$ cat src/rtl/clk_div_pkg.sv
// Shared types and helpers for the clock divider scheduler.
// State encoding, factor width and the winner-to-one-hot map.
package clk_div_pkg;

   localparam int FACTOR_W = 4;
   localparam int IDX_W    = 3;
   localparam int MAX_REQ  = 8;

   typedef enum logic [1:0] {
      IDLE,
      GRANT,
      RUN,
      DONE
   } state_t;

   function automatic logic [MAX_REQ-1:0] onehot(
      input logic [IDX_W-1:0] idx
   );
      return MAX_REQ'(1) << idx;
   endfunction

endpackage

$ cat src/rtl/clk_div_sched_if.sv
// Requester/divider bundle between the scheduler and its clients.
// master drives requests; slave is the scheduler.
interface clk_div_sched_if
   import clk_div_pkg::*;
#(
   parameter int N_REQ = 4,
   parameter int PW    = 8
);

   logic [N_REQ-1:0]          req;
   logic [FACTOR_W*N_REQ-1:0] factor_in;
   logic [PW*N_REQ-1:0]       periods_in;
   logic [N_REQ-1:0]          grant;
   logic [N_REQ-1:0]          ack;
   logic [N_REQ-1:0]          err;
   logic [FACTOR_W-1:0]       div_factor;
   logic                      div_rst;
   logic                      busy;

   modport master (
      output req, factor_in, periods_in,
      input  grant, ack, err, div_factor, div_rst, busy
   );

   modport slave (
      input  req, factor_in, periods_in,
      output grant, ack, err, div_factor, div_rst, busy
   );

endinterface

$ cat src/rtl/rr_arbiter.sv
// Combinational round-robin pick starting at rr_ptr.
// Lowest offset from the pointer wins.
module rr_arbiter
   import clk_div_pkg::*;
#(
   parameter int N_REQ = 4
) (
   input  logic [N_REQ-1:0] req,
   input  logic [IDX_W-1:0] rr_ptr,
   output logic [IDX_W-1:0] winner,
   output logic             valid
);

   always_comb begin
      winner = '0;
      valid  = 1'b0;
      for (int k = N_REQ - 1; k >= 0; k--) begin
         logic [IDX_W:0] sum;
         sum = {1'b0, rr_ptr} + (IDX_W+1)'(k);
         if (sum >= (IDX_W+1)'(N_REQ))
            sum = sum - (IDX_W+1)'(N_REQ);
         for (int i = 0; i < N_REQ; i++) begin
            if (sum[IDX_W-1:0] == IDX_W'(i) && req[i]) begin
               winner = IDX_W'(i);
               valid  = 1'b1;
            end
         end
      end
   end

endmodule

$ cat src/rtl/clk_div_sched.sv
// Time-shares one external clock divider among N_REQ requesters,
// counting each owner's dwell on a mirror of the divider counter.
module clk_div_sched
   import clk_div_pkg::*;
#(
   parameter int N_REQ = 4,
   parameter int PW    = 8
) (
   input logic          clk_ip,
   input logic          rst,
   clk_div_sched_if.slave bus
);

   state_t              state, nxt;
   logic [IDX_W-1:0]    rr_ptr, owner, win;
   logic                win_valid;
   logic [FACTOR_W-1:0] f_q, cnt, f_sel, div_factor_q;
   logic [PW-1:0]       p_q, p_sel;
   logic [PW:0]         toggles, tog_next;
   logic [N_REQ-1:0]    grant_q, ack_q, err_q;
   logic                sel_ok, owner_req, cnt_wrap, last_tog;

   rr_arbiter #(.N_REQ(N_REQ)) u_arb (
      .req    (bus.req),
      .rr_ptr (rr_ptr),
      .winner (win),
      .valid  (win_valid)
   );

   function automatic logic [IDX_W-1:0] ptr_inc(
      input logic [IDX_W-1:0] i
   );
      if ({1'b0, i} + 1'b1 >= (IDX_W+1)'(N_REQ))
         return '0;
      return i + 1'b1;
   endfunction

   always_comb begin
      f_sel     = '0;
      p_sel     = '0;
      owner_req = 1'b0;
      for (int i = 0; i < N_REQ; i++) begin
         if (win == IDX_W'(i)) begin
            f_sel = bus.factor_in[i*FACTOR_W +: FACTOR_W];
            p_sel = bus.periods_in[i*PW +: PW];
         end
         if (owner == IDX_W'(i))
            owner_req = bus.req[i];
      end
   end

   assign sel_ok   = (f_sel != '0) && (p_sel != '0);
   assign cnt_wrap = (cnt == f_q - 4'd1);
   assign tog_next = toggles + 1'b1;
   assign last_tog = cnt_wrap && (tog_next == {p_q, 1'b0});

   always_comb begin
      nxt = state;
      unique case (state)
         IDLE:
            if (win_valid && err_q == '0 && sel_ok)
               nxt = GRANT;
         GRANT:
            nxt = owner_req ? RUN : IDLE;
         RUN:
            if (!owner_req)    nxt = IDLE;
            else if (last_tog) nxt = DONE;
         DONE:
            nxt = IDLE;
         default:
            nxt = IDLE;
      endcase
   end

   always_ff @(posedge clk_ip or posedge rst) begin
      if (rst) begin
         state        <= IDLE;
         rr_ptr       <= '0;
         owner        <= '0;
         f_q          <= '0;
         p_q          <= '0;
         cnt          <= '0;
         toggles      <= '0;
         grant_q      <= '0;
         ack_q        <= '0;
         err_q        <= '0;
         div_factor_q <= 4'd1;
      end else begin
         state <= nxt;
         ack_q <= '0;
         err_q <= '0;
         unique case (state)
            IDLE:
               // skip the err cycle so a still-held bad request is not re-judged
               if (win_valid && err_q == '0) begin
                  if (!sel_ok) begin
                     err_q  <= N_REQ'(onehot(win));
                     rr_ptr <= ptr_inc(win);
                  end else begin
                     owner        <= win;
                     f_q          <= f_sel;
                     p_q          <= p_sel;
                     div_factor_q <= f_sel;
                     grant_q      <= N_REQ'(onehot(win));
                  end
               end
            GRANT: begin
               cnt     <= '0;
               toggles <= '0;
               if (!owner_req) begin
                  grant_q <= '0;
                  rr_ptr  <= ptr_inc(owner);
               end
            end
            RUN:
               if (!owner_req) begin
                  grant_q <= '0;
                  rr_ptr  <= ptr_inc(owner);
               end else begin
                  if (cnt_wrap) begin
                     cnt     <= '0;
                     toggles <= tog_next;
                  end else begin
                     cnt <= cnt + 4'd1;
                  end
                  if (last_tog) begin
                     grant_q <= '0;
                     ack_q   <= N_REQ'(onehot(owner));
                     rr_ptr  <= ptr_inc(owner);
                  end
               end
            default: ;
         endcase
      end
   end

   assign bus.grant      = grant_q;
   assign bus.ack        = ack_q;
   assign bus.err        = err_q;
   assign bus.div_factor = div_factor_q;
   assign bus.div_rst    = (state != RUN);
   assign bus.busy       = (state == GRANT) || (state == RUN);

endmodule

$ cat src/flat_wrapper.sv
// flat-port wrapper written by rule: the top's interface ports become plain ports
module clk_div_sched_flat import clk_div_pkg::*;
#(
   parameter int N_REQ = 4,
   parameter int PW    = 8
)
  (clk_ip, rst, bus_req, bus_factor_in, bus_periods_in, bus_grant, bus_ack, bus_err, bus_div_factor, bus_div_rst, bus_busy);
  clk_div_sched_if #(.N_REQ(N_REQ), .PW(PW)) bus_i ();
  input logic clk_ip;
  input logic rst;
  input wire logic [$bits(bus_i.req)-1:0] bus_req;
  input wire logic [$bits(bus_i.factor_in)-1:0] bus_factor_in;
  input wire logic [$bits(bus_i.periods_in)-1:0] bus_periods_in;
  output wire logic [$bits(bus_i.grant)-1:0] bus_grant;
  output wire logic [$bits(bus_i.ack)-1:0] bus_ack;
  output wire logic [$bits(bus_i.err)-1:0] bus_err;
  output wire logic [$bits(bus_i.div_factor)-1:0] bus_div_factor;
  output wire logic [$bits(bus_i.div_rst)-1:0] bus_div_rst;
  output wire logic [$bits(bus_i.busy)-1:0] bus_busy;
  assign bus_i.req = bus_req;
  assign bus_i.factor_in = bus_factor_in;
  assign bus_i.periods_in = bus_periods_in;
  assign bus_grant = bus_i.grant;
  assign bus_ack = bus_i.ack;
  assign bus_err = bus_i.err;
  assign bus_div_factor = bus_i.div_factor;
  assign bus_div_rst = bus_i.div_rst;
  assign bus_busy = bus_i.busy;
  clk_div_sched #(.N_REQ(N_REQ), .PW(PW)) u_core (.clk_ip(clk_ip), .rst(rst), .bus(bus_i));
endmodule
$ cat config.mk
export PLATFORM = sky130hd
export DESIGN_NAME = clk_div_sched_flat
export DESIGN_NICKNAME = d
export VERILOG_FILES = /design/src/rtl/clk_div_pkg.sv /design/src/rtl/clk_div_sched_if.sv /design/src/rtl/rr_arbiter.sv /design/src/rtl/clk_div_sched.sv /design/src/flat_wrapper.sv
export SDC_FILE = /design/constraint.sdc
export NUM_CORES = 1
export LEC_CHECK = 0
export CORE_ASPECT_RATIO = 2
export CORE_UTILIZATION = 50
export DETAILED_ROUTE_END_ITERATION = 8
export GPL_TIMING_DRIVEN = 0
export PLACE_DENSITY = 0.79
export SYNTH_ARGS = -nofsm -noshare
export SYNTH_HDL_FRONTEND = slang
export SYNTH_SLANG_ARGS = --single-unit
$ cat constraint.sdc
create_clock -name clk_ip -period 6.4 [get_ports clk_ip]
set_clock_uncertainty 0.15 [all_clocks]
set_input_delay 0.64 -clock clk_ip [delete_from_list [all_inputs] [get_ports clk_ip]]
set_output_delay 0.64 -clock clk_ip [all_outputs]
set_load 0.05 [all_outputs]
# Word level (Yosys, flattened, before mapping)
# Cells that the tools add are included.
# op_classes
n_addsub	14
n_lt_le_gt_ge	6
eq_ne	32
shift	2
muxes	93
n_reduce_logical	39
# op_table
op	n
3-bit two-way mux	29
4-bit two-way mux	17
3-bit by 2-bit equality test with 1-bit output (second input constant)	12
1-bit two-way mux	32
8-bit two-way mux	4
4-bit by 3-bit greater-or-equal comparator with 1-bit output (second input constant)	5
1-bit logical AND	20
3-bit by 1-bit equality test with 1-bit output (second input constant)	6
3-bit logical NOT	6
9-bit two-way mux	2
9-bit one-hot mux with 2 select lines	1
3-bit by 1-bit adder with 4-bit output (second input constant)	3
4-bit one-hot mux with 3 select lines	1
3-bit subtractor (second input constant)	4
2-bit by 1-bit != test with 1-bit output (second input constant)	5
5-bit AND reduction	2
9-bit by 1-bit adder with 9-bit output (second input constant)	1
9-bit equality test	1
3-bit one-hot mux with 3 select lines	1
3-bit by 2-bit adder with 4-bit output (second input constant)	2
2-bit two-way mux	4
2-bit one-hot mux with 4 select lines	1
4-bit one-hot mux with 2 select lines	1
8-bit nonzero test	1
other kinds (18)	25
# word_totals
regBits	49
in_bits	54
output_inout_bits	18
wordCells	197

# Depth between registers and ports, before layout
# Gate-level depths: netlist of run 1.
# logic_depth
word_depth	34
ltp_mapped	17
ltp_nobuf	14

# Cells and area by module
# From an unflattened synthesis of run 1, not the netlist that was laid out.
# hier_totals
cells_unflattened	383
area_unflattened_um2	3399.5
# by_module_without_submodules
mod	n_inst	cells_each	area_per_inst_um2	seq_area_each_um2
clk_div_sched	1	353	3198.1	1152.4
rr_arbiter	1	30	201.4	0.0

# Least setup slack after synthesis of run 1
# OpenSTA, ideal clock, no wires.
# synth_path
path_type	input to register
from	in bus_req[1]
to	reg u_core.div_factor_q[3] (netlist: u_core.bus.div_factor[3])
setup_ns	0.125
t_arrival_ns	3.367
required_time_ns	6.125
path_slack_ns	2.758
cell_stages	14
n_path_buf	3
cell_sequence	nand2b_1 -> o311ai_0 -> inv_1 -> ha_1 -> clkbuf_1 -> buf_2 -> nand3b_1 -> a21oi_1 -> a21oi_1 -> o21ai_0 -> o21ai_2 -> nor2_2 -> buf_6 -> mux2_4
# synth_between
elab_cells_between_ends	51
# synth_lines
element	line	text
from (decl)	flat_wrapper.sv:11	input wire logic [$bits(bus_i.req)-1:0] bus_req;
1-bit logical AND	rr_arbiter.sv:23	if (sum[IDX_W-1:0] == IDX_W'(i) && req[i]) begin
3-bit two-way mux (8 in a row)	rr_arbiter.sv:23	
3-bit two-way mux (*) (3 in a row)	rr_arbiter.sv:23	
net u_core.u_arb.winner[1]	rr_arbiter.sv:10	output logic [IDX_W-1:0] winner,
3-bit logical NOT	clk_div_sched.sv:43	if (win == IDX_W'(i)) begin
8-bit two-way mux / 4-bit two-way mux (equally long branches) (4 in a row)	clk_div_sched.sv:43	
8-bit nonzero test / 4-bit nonzero test (equally long branches)	clk_div_sched.sv:52	assign sel_ok = (f_sel != '0) && (p_sel != '0);
1-bit logical AND	clk_div_sched.sv:52	
3-bit AND reduction (no source line)	-	
to (signal assigned)	clk_div_sched.sv:103	div_factor_q <= f_sel;
to (decl)	clk_div_sched.sv:17	logic [FACTOR_W-1:0] f_q, cnt, f_sel, div_factor_q;
# Mark *: on every way through the listed nets, which the timed path passes. The rest lies on a longest branch.
# A chain may end at the register's enable or synchronous reset.

# Final worst setup path of run 1
# Same ends and word-level chain as after synthesis.

==> results of run 1 <==
## worst max-delay path, stage by stage
cell,delay [ns]
clkdlybuf4s50_1,0.51
nand2b_1,0.21
o311ai_0,0.67
inv_1,0.20
ha_1,0.25
clkbuf_1,0.18
buf_2,0.22
nand3b_1,0.17
a21oi_1,0.14
a21oi_1,0.05
o21ai_0,0.33
o21ai_2,0.16
nor2_2,0.31
buf_6,0.23
mux2_4,0.31
## worst paths after layout
path / end / startpoint / depth (start not counted)
max: u_core.bus.div_factor[3] / bus_req[1] / 15
min: u_core.bus.grant[3] / u_core.bus.grant[3] / 1
max reg2reg: u_core.bus.div_factor[3] / u_core.rr_ptr[1] / 16
min reg2reg: u_core.bus.grant[3] / u_core.bus.grant[3] / 1
max in group asynchronous: u_core.bus.div_factor[0] / rst / 3
min in group asynchronous: u_core.cnt[2] / rst / 2
## through the flow
stage / instance area, sq um / utilization / std cells / total power, mW / setup slack, ns
after CTS: 4272 / 0.6770 / 530 / 2.168 / 1.879
after global placement: 4079 / 0.6464 / 521 / 1.822 / 1.653
after global routing: 4272 / 0.6770 / 530 / 2.320 / 1.553
final: 4272 / 0.6770 / 530 / 2.166 / 1.846
after detailed placement: 4099 / 0.6496 / 522 / 1.855 / 1.586
after floorplan: 3261 / - / 364 / 1.504 / 2.758
## cell type report
cell class	count	share of cell area
flip-flops and latches	45	0.2639
multi-input cells	272	0.4482
clock inverters	1	0.007030
inverters	27	0.02373
clock buffers	7	0.03339
well taps	86	0.02519
repair buffers	72	0.1711
plain buffers	20	0.02753
## per-layer routing
metal	vias to the layer above	part of all wire	global-route usage
met1	1445	0.37	0.2861
li1	1449	-	-
met5	-	0	0
met3	29	0.029	0.03101
met4	0	0.048	0.1794
met2	88	0.55	0.5068
## layout by cell type, fill, tap and decap left out, types with 3 or more instances in the layout
cell type        Yosys  layout
clkbuf_1             7       8
and3_1               3       3
buf_4                3       3
o211ai_1             8       8
nor2_1              17      17
nor3_1               4       4
o21ai_0             24      24
o221ai_1             4       4
buf_6                3       3
xor2_1               9       9
ha_1                15      15
mux2_4               5       5
inv_1               26      25
o31ai_1              4       4
nor2b_1              4       4
mux2_2               5       5
o22a_1               5       5
nand2b_1             3       3
xnor2_1             11      11
dfrtp_1             44      44
mux2i_1             14      14
and2_1               9       9
nand2_1             41      41
o22ai_1              4       4
a22o_1               5       5
clkdlybuf4s50_1      0      71
a21oi_1             14      14
clkbuf_16            0       5
nand4_1              6       6
nor3b_1              3       3
nand3_1             11      11
and3b_1              3       3
buf_2                7       7
or2_2                5       5
## state kept, by name, summed over array words and instances (netlist names)
| register | count |
|---|---|
| u_core.state | 2 |
| u_core.bus.grant | 4 |
| u_core.bus.div_factor | 4 |
| u_core.cnt | 4 |
| u_core.bus.err | 4 |
| u_core.p_q | 8 |
| u_core.rr_ptr | 3 |
| u_core.owner | 2 |
| u_core.toggles | 9 |
| u_core.bus.ack | 4 |
| u_core.f_q | 1 |
## power by group through the flow
stage	registers, mW	logic [mW]	clock network (mW)
after floorplan	0.502	1.00	0
after global placement	0.461	1.36	0
after detailed placement	0.465	1.39	0
after CTS	0.462	1.40	0.305
after global routing	0.475	1.53	0.319
final	0.464	1.40	0.301
## kinds of logic after synthesis
logic type / synth area share
flops: 0.3457
compound gates: 0.2022
xor+xnor: 0.05372
simple gates: 0.1873
mux: 0.08327
fa+ha+maj: 0.06063
buf+inv: 0.06715
==> summary.md, run 1 <==
| Metric | Value |
|---|---|
| Comb power frac | 0.647 |
| GP Congestion | 0.9499 |
| CTS Hold Bufs | 0 |
| Max-slew violations | 0 |
| CTS H-Tree Depth | 2 |
| Worst-Margin Slew | 0.7812 ns |
| 1st-iter DRT viols | 154 |
| Internal | 1.178 mW |
| Initial antenna violation count | 0 |
| Via-per-instance ratio | 5.681 |
| Dominant synthesized flop cell | dfrtp_1 |
| Setup TNS | 0 ns |
| Kind of critical path | in2reg |
| Core Region | 0.006310 sq mm |
| Final period util | 0.7116 |
| Tot GR Track Use | 0.2765 |
| Root Buffer | clkbuf_16 |
| WP data arrival | between 4 and 5 ns |
| Worst setup EP type | register |
| Register area share after synthesis | 0.3457 |
| CTS tree | built |
| Die area | 0.006867 sq mm |
| HPWL Detailed | 6.910 mm |
| Area Overhead vs Synth | 31.01% |
| Global-route wire length before repair | 14.30 mm |
| Num rows | 41 |
| Crit path time final | 4.554 ns |
| Post-CTS Resized | 0 |
| Clk slew on worst S/H paths | 0.06 ns |
| Top-area cell type share of the netlist area | 0.3377 |
| Leading area contributor after synthesis | dfrtp_1 |
| Port Buf Inserts | 71 |
| Largest net degree at the start of global routing | 27 |
| Pwr dens | 507.0 mW/mm^2 |
| RSZ-0062 raised after global routing | no |
| TritonCTS Sinks | 45 |
| Area occupied by multi-input gates | 0.001914 sq mm |
| Via count | 3,011 |
| Mapped cell area | between 0.003 and 0.004 sq mm |
| Drt wl/cell | 16.31 um |
| Sequential power share | 0.214 |
| HP Class | reg2reg |
| Most instantiated cells after synthesis | dfrtp_1, nand2_1, inv_1, o21ai_0, nor2_1 |
| CTS Buf Count | 5 |
| Global route overflow | 0 |
| EDFF count, synth | 0 |
| Register bit total from synthesis | 45 |
| Synth unique cells | 63 |
| Register area | 0.001127 sq mm |
| Internal reg-to-reg setup slack | 2.32 ns |
| Crit start category | primary input |
| Vias in the first global route | 3,128 |
| Hold WS | 0.3625 ns |
| Switching portion of total power | 0.4560 |
| Fmax | 219.6 MHz |
| Max_cap viols | 0 |
| Starting Density | 0.5168 |
| Drt drc | 0 |
| Top-count cell post-synth | dfrtp_1 |
| Asr flop ratio synth | 1.000 |
| Worst vdd ir | 431.5 uV |
| Cell count after synthesis | 364 |
| Max_slew headroom | 0.4726 |
| N_diodes | 0 |
| Fill count | 522 |
| Final hold violation count | 0 |
| Clock power share | 0.139 |
| Top cells by area, synth | dfrtp_1, ha_1, nand2_1, mux2i_1, o21ai_0 |
| Sw power | 987.6 uW |
| Post-CTS Setup Bufs | 0 |
| Synth warnings | 0 |
| Clk_lat worst skew | 0.29 ns |
| Pleak | around 1.8 nW |
| # nets final | 512 |
| Die H | 116.2 um |
| WL final | 8.644 mm |
| Die X | 59.10 um |
| Top Ports | 72 |
| Worst endpoint required time | 6.42 ns |
| Fraction of layout cells with a size suffix above 1 | 0.1081 |
| Worst Path Max Fanout | 10 |
| Final setup viols | 0 |
| Syn nets | 433 |
| Avg Inst Size Synth | 8.958 sq um |
| Post-DRT Antenna Nets | 0 |
| Status | finished, final reports clean |
| Clock tree buffer depth | 2 |
| TritonRoute pass-1 iters | 4 |
Power figures use the tool's default switching activity.
==> run 2: changes to the inputs <==
- clock period: 6.4 -> 4.3 ns (I/O delays scaled with it)
==> run 2 against run 1 <==
Sequential power up 49%. Via count rose by 0.43%. First-iteration DRC count fell by 0.65%. Worst setup slack got worse by 1.5 ns. Utilization grew 0.36 points. Largest power group unchanged.
==> summary.md, run 2 (synthesis gave the netlist of run 1 again) <==
| Metric | Value |
|---|---|
| CP max-delay cell | clkdlybuf4s50_1 (was o311ai_0) |
| Clock tree buffer depth | 2 (unchanged) |
| CTS H-Tree Depth | 2 (unchanged) |
| Via count | 3,024 (was 3,011) |
| Hold WS | 0.3195 ns (was 0.3625 ns) |
| Fraction of layout cells with a size suffix above 1 | 0.1129 (was 0.1081) |
| # nets final | 511 (was 512) |
| Pleak | 1.855 nW (was 1.848 nW) |
| Post-CTS Setup Bufs | 0 (unchanged) |
| Delay of the slowest critical-path stage | 0.51 ns (was 0.67 ns) |
| Root Buffer | clkbuf_16 (unchanged) |
| Clk_lat worst skew | 0.29 ns (about the same) |
| Die X | 59.10 um (unchanged) |
| Largest net degree at the start of global routing | 27 (unchanged) |
| Port Buf Inserts | 71 (unchanged) |
| N_diodes | 0 (unchanged) |
| Max_slew headroom | 0.6168 (was 0.4726) |
| Num rows | 41 (unchanged) |
| GP Congestion | 0.9499 (unchanged) |
| Final setup viols | 0 (unchanged) |
| Total power | 3.272 mW (was 2.166 mW) |
| Crit-path cells | clkdlybuf4s50_1, nand2b_1, o311ai_1, inv_1, ha_1, clkbuf_2, nand2_1, o211ai_1, a222oi_1, nand4_1, o21a_1, o211a_4, mux2_4 (was clkdlybuf4s50_1, nand2b_1, o311ai_0, inv_1, ha_1, clkbuf_1, buf_2, nand3b_1, a21oi_1, a21oi_1, o21ai_0, o21ai_2, nor2_2, buf_6, mux2_4) |
| 1st-iter DRT viols | 153 (was 154) |
| Via-per-instance ratio | 5.716 (was 5.681) |
| WP data arrival | 4.03 ns (was 4.58 ns) |
| Starting Density | 0.5168 (unchanged) |
| WL final | 8.692 mm (was 8.644 mm) |
| Setup ws final | 0.2992 ns (was 1.846 ns) |
| Max-slew violations | 0 (unchanged) |
| HPWL Detailed | 6.910 mm (unchanged) |
| CTS tree | built (unchanged) |
| Post-DRT Antenna Nets | 0 (unchanged) |
| TritonCTS Sinks | 45 (unchanged) |
| Core Region | 0.006310 sq mm (unchanged) |
| Worst setup EP type | register (unchanged) |
| RSZ-0062 raised after global routing | no (unchanged) |
| Tot GR Track Use | 0.2765 (unchanged) |
| Vias in the first global route | 3,128 (unchanged) |
| Worst vdd ir | 643.4 uV (was 431.5 uV) |
| Pwr dens | 761.9 mW/mm^2 (was 507.0 mW/mm^2) |
| Max reg flops | 9 (unchanged) |
| Buf/Inv on CP | 3 (was 5) |
| Most frequent cells in the layout | clkdlybuf4s50_1, dfrtp_1, nand2_1 (unchanged) |
| Crit path time final | 4.001 ns |
| Global-route wire length before repair | 14.30 mm (unchanged) |
| Area Overhead vs Synth | 31.70% (was 31.01%) |
| Setup TNS | 0 ns (unchanged) |
| CP top delay family | compound AO/OA/AOI/OAI gates (unchanged) |
| Fmax | 250.0 MHz |
| Initial antenna violation count | 0 (unchanged) |
| Most flops, register | u_core.toggles (unchanged) |
| Final hold violation count | 0 (unchanged) |
| Die area | 0.006867 sq mm (unchanged) |
| Top Ports | 72 (unchanged) |
| TritonRoute pass-1 iters | 4 (unchanged) |
| Die H | 116.2 um (unchanged) |
| Worst-Margin Slew | 0.5688 ns (was 0.7812 ns) |
| Drt wl/cell | 16.43 um (was 16.31 um) |
| CTS Buf Count | 5 (unchanged) |
| Fill count | 518 (was 522) |
| Max_cap viols | 0 (unchanged) |
| Crit start category | primary input (unchanged) |
| Worst Path Max Fanout | 10 (unchanged) |
| Leading cell type in the layout, fill and taps excluded | clkdlybuf4s50_1 (unchanged) |
| Status | finished, final reports clean (unchanged) |
| HP Class | in2async (was reg2reg) |
| Drt drc | 0 (unchanged) |
| Top Registers | u_core.toggles (9), u_core.p_q (8) (unchanged) |
| Global route overflow | 0 (unchanged) |
| Place WS | -0.3038 ns (was 1.586 ns) |
| Kind of critical path | in2reg (unchanged) |
| Clk slew on worst S/H paths | 0.06 ns (about the same) |
| Worst endpoint required time | 4.32 ns (was 6.42 ns) |
| Final period util | 0.9304 |
## run 2: changes by cell type in the layout (fill, tap and decap cells not counted), sizes merged
cell,previous run,this run
buf,14,13
## run 2: area by class of cell
type                    count  area, sq um  area share
multi-input cells         272         1937      0.4510
flip-flops and latches     45         1127      0.2625
repair buffers             72        730.7      0.1702
clock buffers               7        142.6     0.03322
plain buffers              19        117.6     0.02739
well taps                  86        107.6     0.02506
inverters                  27        101.3     0.02360
clock inverters             1        30.03    0.006993
## run 2: layer usage
metal,share of wire,vias to the layer above,GRT usage
met5,0,-,0
met4,0.044,0,0.1794
met3,0.033,27,0.03101
met2,0.56,103,0.5068
met1,0.37,1450,0.2861
li1,-,1444,-
## run 2: what timing repair did
action	CTS	global route
gates resized for setup	1	8
setup endpoints to repair	1	19
hold buffers	0	0
## run 2: where the power goes
| group | switching (mW) | internal, mW | leakage [nW] |
|---|---|---|---|
| clock network | 0.158 | 0.290 | 0.0841 |
| registers | 0.127 | 0.565 | 0.585 |
| logic | 1.21 | 0.919 | 1.19 |
## run 2: final timing paths
| kind | start | depth (start not counted) | slack (ns) | endpoint |
|---|---|---|---|---|
| worst max-delay path | bus_req[1] | 13 | 0.30 | u_core.bus.grant[2] |
| worst min-delay path | rst | 2 | 0.32 | u_core.cnt[2] |
| worst max register to register | u_core.rr_ptr[1] | 15 | 0.49 | u_core.bus.grant[2] |
| worst min register to register | u_core.bus.grant[3] | 1 | 0.36 | u_core.bus.grant[3] |
| max in group asynchronous | rst | 3 | 3.12 | u_core.bus.div_factor[0] |
| min in group clk_ip | u_core.bus.grant[3] | 1 | 0.36 | u_core.bus.grant[3] |
## run 2: worst reg2reg max path: cells and delay by family, from the launching register on
| kind | cells | cell delay (ns) |
|---|---|---|
| AO/OA/AOI/OAI | 8 | 1.55 |
| adder cells (fa/ha/maj) | 1 | 0.34 |
| buffers and inverters | 2 | 0.40 |
| flip-flops | 1 | 0.47 |
| multiplexers | 1 | 0.30 |
| AND/OR/NAND/NOR | 3 | 0.48 |
## run 2: metrics by stage
stage / util / std cells / instance area (sq um)
2_1_floorplan: - / 364 / 3261
3_3_place_gp: 0.6464 / 521 / 4079
3_5_place_dp: 0.6496 / 522 / 4099
4_1_cts: 0.6770 / 530 / 4272
5_1_grt: 0.6805 / 529 / 4294
6_report: 0.6805 / 529 / 4294
